File: src/rtl/param_universal_shift_register.sv
// Parametrised universal shift register: parallel load, logical/arithmetic shifts and rotates,
// sequenced one bit per clock under a start/busy/done handshake with a serial-out tap.
module param_universal_shift_register #(
   parameter int WIDTH = 8,
   parameter int AMT_W = 4
) (
   input  logic             clk,
   input  logic             rst_n,
   input  logic             start,
   input  logic [2:0]       op,
   input  logic [AMT_W-1:0] amt,
   input  logic             sin,
   input  logic [WIDTH-1:0] d,
   output logic [WIDTH-1:0] q,
   output logic             sout,
   output logic             busy,
   output logic             done
);

   localparam logic [2:0] OP_LOAD = 3'b000;
   localparam logic [2:0] OP_SRL  = 3'b001;
   localparam logic [2:0] OP_SLL  = 3'b010;
   localparam logic [2:0] OP_ROR  = 3'b011;
   localparam logic [2:0] OP_ROL  = 3'b100;
   localparam logic [2:0] OP_ASR  = 3'b101;

   typedef enum logic {IDLE, SHIFT} state_t;

   state_t           state_reg, state_next;
   logic [2:0]       op_reg, op_next;
   logic [AMT_W-1:0] cnt_reg, cnt_next;
   logic [WIDTH-1:0] q_reg, q_next;
   logic             sout_reg, sout_next;
   logic             busy_reg, busy_next;
   logic             done_reg, done_next;

   always_ff @(posedge clk or negedge rst_n) begin
      if (!rst_n) begin
         state_reg <= IDLE;
         op_reg    <= OP_LOAD;
         cnt_reg   <= '0;
         q_reg     <= '0;
         sout_reg  <= 1'b0;
         busy_reg  <= 1'b0;
         done_reg  <= 1'b0;
      end else begin
         state_reg <= state_next;
         op_reg    <= op_next;
         cnt_reg   <= cnt_next;
         q_reg     <= q_next;
         sout_reg  <= sout_next;
         busy_reg  <= busy_next;
         done_reg  <= done_next;
      end
   end

   always_comb begin
      state_next = state_reg;
      op_next    = op_reg;
      cnt_next   = cnt_reg;
      q_next     = q_reg;
      sout_next  = sout_reg;
      busy_next  = busy_reg;
      done_next  = 1'b0;

      case (state_reg)
         IDLE: begin
            if (start) begin
               if (op == OP_LOAD) begin
                  q_next    = d;
                  done_next = 1'b1;
               end else if (op > OP_ASR || amt == '0) begin
                  // Reserved codes and zero-length shifts complete as a no-op.
                  done_next = 1'b1;
               end else begin
                  op_next    = op;
                  cnt_next   = amt;
                  busy_next  = 1'b1;
                  state_next = SHIFT;
               end
            end
         end

         SHIFT: begin
            case (op_reg)
               OP_SRL: begin
                  q_next    = {sin, q_reg[WIDTH-1:1]};
                  sout_next = q_reg[0];
               end
               OP_SLL: begin
                  q_next    = {q_reg[WIDTH-2:0], sin};
                  sout_next = q_reg[WIDTH-1];
               end
               OP_ROR: begin
                  q_next    = {q_reg[0], q_reg[WIDTH-1:1]};
                  sout_next = q_reg[0];
               end
               OP_ROL: begin
                  q_next    = {q_reg[WIDTH-2:0], q_reg[WIDTH-1]};
                  sout_next = q_reg[WIDTH-1];
               end
               OP_ASR: begin
                  q_next    = {q_reg[WIDTH-1], q_reg[WIDTH-1:1]};
                  sout_next = q_reg[0];
               end
               default: begin
                  q_next = q_reg;
               end
            endcase

            cnt_next = cnt_reg - AMT_W'(1);
            if (cnt_reg == AMT_W'(1)) begin
               state_next = IDLE;
               busy_next  = 1'b0;
               done_next  = 1'b1;
            end
         end

         default: begin
            state_next = IDLE;
            busy_next  = 1'b0;
         end
      endcase
   end

   assign q    = q_reg;
   assign sout = sout_reg;
   assign busy = busy_reg;
   assign done = done_reg;

endmodule

File: config.mk
export PLATFORM = sky130hd
export DESIGN_NAME = param_universal_shift_register
export DESIGN_NICKNAME = d
export VERILOG_FILES = /design/src/rtl/param_universal_shift_register.sv
export SDC_FILE = /design/constraint.sdc
export NUM_CORES = 1
export LEC_CHECK = 0
export CORE_UTILIZATION = 41
export DETAILED_ROUTE_END_ITERATION = 8
export PLACE_DENSITY_LB_ADDON = 0.08
export RECOVER_POWER = 50
export SYNTH_ARGS = -nofsm -noshare
export SYNTH_HDL_FRONTEND = slang
export SYNTH_SLANG_ARGS = --single-unit
File: constraint.sdc
create_clock -name clk -period 3.8 [get_ports clk]
set_input_delay 1.14 -clock clk [delete_from_list [all_inputs] [get_ports clk]]
set_output_delay 1.14 -clock clk [all_outputs]
set_load 0.01 [all_outputs]
==> results of run 1 <==
==> worst register-to-register path, stage by stage, from the launching register on <==
cell and delay, ns:
dfrtp_1 0.63, inv_1 0.09, ha_1 0.50, nor2_1 0.19, a22o_1 0.24, a221oi_1 0.28, o31ai_1 0.11
==> layer usage <==
layer	vias up	global-route usage	wire, um	part of all wire
met5	-	0	0	0
met4	0	0.0418	17	0.0061
met3	2	0.0476	153	0.055
met2	36	0.323	1310	0.47
met1	512	0.266	1310	0.47
li1	533	-	-	-
==> Yosys cell counts <==
cell,n,area share
a222oi_1,1,0.0080
a211oi_1,2,0.012
o21ba_2,1,0.0080
a21oi_1,2,0.0080
a41oi_2,1,0.013
or4_4,1,0.0090
nand4_2,1,0.010
a22o_1,5,0.035
inv_1,5,0.015
a221o_1,2,0.016
and3_4,1,0.0090
buf_4,2,0.012
nand3_1,2,0.0080
nand2_1,22,0.066
nor2b_4,1,0.011
o31ai_1,7,0.042
dfrtp_1,19,0.38
buf_2,2,0.0080
nand2b_1,1,0.0050
a221oi_1,7,0.049
clkbuf_1,3,0.0090
ha_1,3,0.030
a21o_1,1,0.0060
nor3_1,2,0.0080
xor2_1,2,0.014
or4b_1,1,0.0080
nand3b_1,1,0.0060
a31oi_1,3,0.015
or3_4,2,0.018
a21boi_2,1,0.0090
a22oi_4,1,0.017
xor2_4,1,0.022
nor2_1,14,0.042
nor3_2,1,0.0080
mux2_1,4,0.036
o21ai_0,3,0.012
o21bai_1,1,0.0060
buf_6,1,0.0090
==> per-stage QoR <==
step | setup WS, ns | hold slack, ns | cell area [um^2] | utilization
after global routing | 0.984 | 0.525 | 1540 | 0.544
after CTS | 1.32 | 0.501 | 1560 | 0.551
after global placement | 1.04 | 0.482 | 1530 | 0.541
final | 1.02 | 0.495 | 1540 | 0.544
after floorplan | 1.53 | 0.502 | 1250 | -
after detailed placement | 0.994 | 0.472 | 1530 | 0.541
==> logic make-up (layout without fill, tap and decap cells) <==
family	after synthesis	in the layout
compound gates	38	38
fa+ha+maj	3	3
buf+inv	13	38
flops	19	19
mux	4	4
xor+xnor	3	3
simple gates	50	50
==> worst max-delay path by stage <==
| stage | start | to | slack [ns] | cells after the start |
|---|---|---|---|---|
| 3_5_place_dp | amt[2] | op_reg[2] | 0.99 | 4 |
| 5_1_grt | amt[2] | op_reg[0] | 0.98 | 4 |
| 6_report | amt[2] | op_reg[0] | 1.02 | 4 |
| 2_1_floorplan | amt[2] | op_reg[0] | 1.53 | 3 |
| 3_3_place_gp | amt[2] | op_reg[2] | 1.04 | 4 |
| 4_1_cts | amt[2] | op_reg[0] | 1.32 | 4 |
==> power by group through the flow <==
stage / clock, mW / sequential, mW / combinational (mW)
2_1_floorplan: 0 / 0.410 / 0.620
3_5_place_dp: 0 / 0.488 / 0.762
3_3_place_gp: 0 / 0.486 / 0.753
6_report: 0.106 / 0.481 / 0.752
5_1_grt: 0.118 / 0.506 / 0.847
4_1_cts: 0.113 / 0.483 / 0.766
==> area by class of cell <==
class                      instances  area [um^2]
tap                               31         38.8
clock buffer                       4         26.3
timing repair buffer              29          290
inverter                           5         18.8
sequential                        19          475
fill                             278         1290
multi-input combinational         98          689
==> results_dict.tcl, run 1 <==
set metrics [dict create \
    outcome "complete, but fails checks" \
    violations "design-rule violations" \
    vias_per_cell 5.82 \
    grt_max_degree 20 \
    timing.rr.end "q[2]" \
    syn-instance-count 130 \
    irDropWorstVdd_uv 370 \
    grt_setup_unrepaired "no" \
    cts_resized 0 \
    diodes 0 \
    min_to "busy" \
    dp_hpwl_um 2020 \
    port_buffers 29 \
    regToRegStartpoint "op_reg[2]" \
    crit_chain "dlygate4sd3_1 -> or4_1 -> nand4_1 -> mux2_1" \
    wl_per_cell_um 15.1 \
    final_common_cell "clkdlybuf4s50_1" \
    synthXorXnorAreaFrac 0.0360 \
    syn_avg_cell_area_um2 9.61 \
    synth_cell_types 38 \
    internal_power_uw 736 \
    hp-class "flip-flop to flip-flop" \
    finalHoldViolCount 0 \
    critPathBufInv 1 \
    crit_path_end_kind "flip-flop" \
    start_util 0.442 \
    die-area_um2 3270 \
    grt_pass1_wl_um 4970 \
    cp-start-kind "input pin" \
    overflow 0 \
    numCtsBuffers 3 \
    p_leak_nw 0.640 \
    crit_slowest_cell "or4_1" \
    critPathKind "input pin to flip-flop" \
    ys_seq_area_frac 0.380 \
    rrSetupSlack_ns 1.65 \
    nets 178 \
    rows 19 \
    largest_reg_flops 8 \
    cts_tree "done" \
    layout_common_cells "clkdlybuf4s50_1 (27), nand2_1 (22), dfrtp_1 (19), nor2_1 (14)" \
    wl_um 2800 \
    antenna_found_initial 0 \
    synth-seq-cells 19 \
    grt_pass1_vias 1056 \
    max_slew_margin 0.397 \
    post_cts_buffers 0 \
    core_um2 2830 \
    path_clk_slew_ns 0.11 \
    cp.required_ns 3.99 \
    p_comb_frac 0.562 \
    finalNonFillerCells 186 \
    clock_sinks 19 \
    cts_buffer_depth 2 \
    io_pins 30 \
    power.switching_uw 602 \
    drive_above_1_share 0.0710 \
    synth-adder-area-share 0.0300 \
    insertion_delay_ns 0.30 \
    skew_ns 0.00364 \
    tightest_slew_ns 0.901 \
    sw_frac_of_total 0.450 \
    clockRootBuffer "clkbuf_4" \
    drtAntennaViolNets 0 \
    yosys_warnings 0 \
    layout_min_cycle_time_ns 2.78 \
    grtUsageTotal 0.197 \
    ctsHoldBuffers 0 \
    r2r_cells 6 \
    setup_viol 0 \
    power_density_nw_per_um2 870 \
    clockPowerShare 0.079 \
    vias 1083 \
    die_h_um 57.2 \
    synth_area_um2 1250 \
    drv_slew 0 \
    drc 2 \
    synthMuxAreaShare 0.0360 \
    hold_depth 2 \
    fmax_mhz 359 \
    path_max_fanout 7 \
    p_seq_frac 0.359 \
    drt_iter0_drc 59 \
    synth-simple-area-share 0.208 \
    drt_pass1_iterations 8 \
    synth_fp_nets 152 \
    critical-path-max-stage-delay_ns 0.61 \
    arrival_ns 2.97 \
    synth_top_family_by_area "compound AO/OA/AOI/OAI gates" \
    area_delta_synth_final_pct 23.1 \
    die_w_um 57.2 \
    fin_crit_sh 0.732 \
    dpl.cell_count 182 \
    cap_violations 0 \
    gp_congestion 0.800 \
    total_power_mw 1.34 \
    hp-start "busy" \
    h-tree-depth 1 \
    fin_setup_tns_ns 0 \
    cp_top_family "simple AND/OR/NAND/NOR gates" \
    synth_compound_area_frac 0.256 \
]
Note: power is estimated with default switching activity, not from simulation.
==> run 2: changes to the inputs <==
==> constraint.sdc (replaced) <==
create_clock -name clk -period 2.25 [get_ports clk]
set_input_delay 0.675 -clock clk [delete_from_list [all_inputs] [get_ports clk]]
set_output_delay 0.675 -clock clk [all_outputs]
set_load 0.01 [all_outputs]
==> results_dict.tcl, run 2 (synthesized netlist as in run 1, its figures left out) <==
set metrics [dict create \
    outcome "complete, but fails checks" \
    violations "design-rule violations" \
    max_slew_margin 0.290 \
    p_leak_nw 0.690 \
    cts_resized 0 \
    cp.required_ns 2.46 \
    irDropWorstVdd_uv 804 \
    port_buffers 29 \
    power.switching_mw 1.06 \
    p_seq_frac 0.311 \
    numCtsBuffers 3 \
    dp_hpwl_um 2130 \
    setup_viol 0 \
    grt_max_degree 20 \
    post_cts_buffers 0 \
    hp-class "flip-flop to flip-flop" \
    layout_min_cycle_time_ns 2.08 \
    critPathMostFrequentCell "a211oi_1" \
    drt_iter0_drc 54 \
    crit_chain "dlygate4sd3_1 -> nor3_2 -> a211oi_1 -> a211oi_1 -> mux2_1" \
    cp-start-kind "input pin" \
    power_density_nw_per_um2 1450 \
    core_um2 2830 \
    critPathBufInv 1 \
    die_h_um 57.2 \
    grt_pass1_wl_um 5030 \
    clock_sinks 19 \
    crit_path_end_kind "flip-flop" \
    rrSetupSlack_ns 0.31 \
    drive_above_1_share 0.139 \
    cp_top_family "buffers and inverters" \
    path_max_fanout 4 \
    path_clk_slew_ns 0.12 \
    ctsHoldBuffers 0 \
    wl_per_cell_um 14.8 \
    p_comb_frac 0.609 \
    cts_tree "done" \
    grtUsageTotal 0.199 \
    overflow 0 \
    diodes 0 \
    tightest_slew_ns 1.07 \
    fmax_mhz 482 \
    insertion_delay_ns 0.31 \
    vias_per_cell 5.68 \
    utilization 0.574 \
    grt_setup_unrepaired "no" \
    die-area_um2 3270 \
    fin_crit_sh 0.922 \
    vias 1119 \
    rows 19 \
    sw_frac_of_total 0.451 \
    clockRootBuffer "clkbuf_4" \
    finalHoldViolCount 0 \
    largest_reg_flops 8 \
    wl_um 2910 \
    final_common_cell "clkdlybuf4s50_1" \
    cap_violations 0 \
    nets 189 \
    gp_congestion 0.782 \
    grt_pass1_vias 1095 \
    layout_common_cells "clkdlybuf4s50_1 (27), nand2_1 (22), dfrtp_1 (19), nor2_1 (14), buf_4 (8)" \
    crit_slowest_cell "dlygate4sd3_1" \
    critPathKind "input pin to flip-flop" \
    total_power_mw 2.36 \
    critical-path-max-stage-delay_ns 0.59 \
    cts_buffer_depth 2 \
    drv_slew 0 \
    drtAntennaViolNets 0 \
    drt_pass1_iterations 8 \
    start_util 0.442 \
    skew_ns 0.00347 \
    arrival_ns 2.28 \
    h-tree-depth 1 \
    die_w_um 57.2 \
    area_delta_synth_final_pct 29.9 \
    antenna_found_initial 0 \
    clockPowerShare 0.079 \
    drc 2 \
    internal_power_mw 1.30 \
    io_pins 30 \
]
==> run 2: worst reg2reg max path, stage by stage, from the launching register on <==
cell,delay (ns)
dfrtp_1,0.37
clkbuf_1,0.48
o21ba_2,0.24
o21ai_0,0.06
a211oi_1,0.33
mux2_1,0.36
==> run 2: final timing paths <==
check,startpoint,end,cells after the start
min reg2reg,busy,busy,2
min,busy,busy,2
min in group asynchronous,rst_n,q[5],2
max,op[2],q[7],5
max reg2reg,op_reg[2],q[7],5
max in group asynchronous,rst_n,cnt_reg[3],2
==> run 2: stage by stage <==
stage | hold WS [ns] | setup TNS (ns) | std cells | worst slack (ns) | area (um^2)
finish | 0.503 | 0 | 197 | 0.175 | 1620
detailed placement | 0.477 | -0.113 | 193 | -0.0422 | 1610
CTS | 0.505 | 0 | 197 | 0.242 | 1640
floorplan | 0.379 | 0 | 130 | 0.397 | 1250
global placement | 0.463 | -0.00561 | 193 | -0.00561 | 1610
global route | 0.529 | 0 | 197 | 0.0981 | 1620
==> run 2: area by class of cell <==
cell class	count	area, um^2
clock buffers	3	22.5
clock inverters	1	5.00
fillers	285	1200
inverters	5	18.8
multi-input cells	98	702
flip-flops and latches	19	475
well taps	31	38.8
repair buffers	40	362
==> run 2: metal layers <==
metal,GRT usage,share of wire,vias up
met1,0.267,0.47,538
met3,0.0204,0.036,5
li1,-,-,552
met2,0.326,0.48,24
met4,0.0906,0.016,0
met5,0,0,-
==> run 2: power by group through the flow <==
stage	sequential, mW	clock, mW	combinational [mW]
final	0.736	0.187	1.44
after global routing	0.772	0.201	1.61
after CTS	0.736	0.189	1.46
after detailed placement	0.744	0	1.45
after global placement	0.736	0	1.42
after floorplan	0.693	0	1.05
==> run 3: changes to the inputs <==
--- a/config.mk
+++ b/config.mk
@@ -5,6 +5,7 @@
 export SDC_FILE = /design/constraint.sdc
 export NUM_CORES = 1
 export LEC_CHECK = 0
+export CAP_MARGIN = 10
 export CORE_UTILIZATION = 41
 export DETAILED_ROUTE_END_ITERATION = 8
 export PLACE_DENSITY_LB_ADDON = 0.08
==> results of run 3 <==
Same layout as run 2: the final DEF is identical, and so are final timing and power.
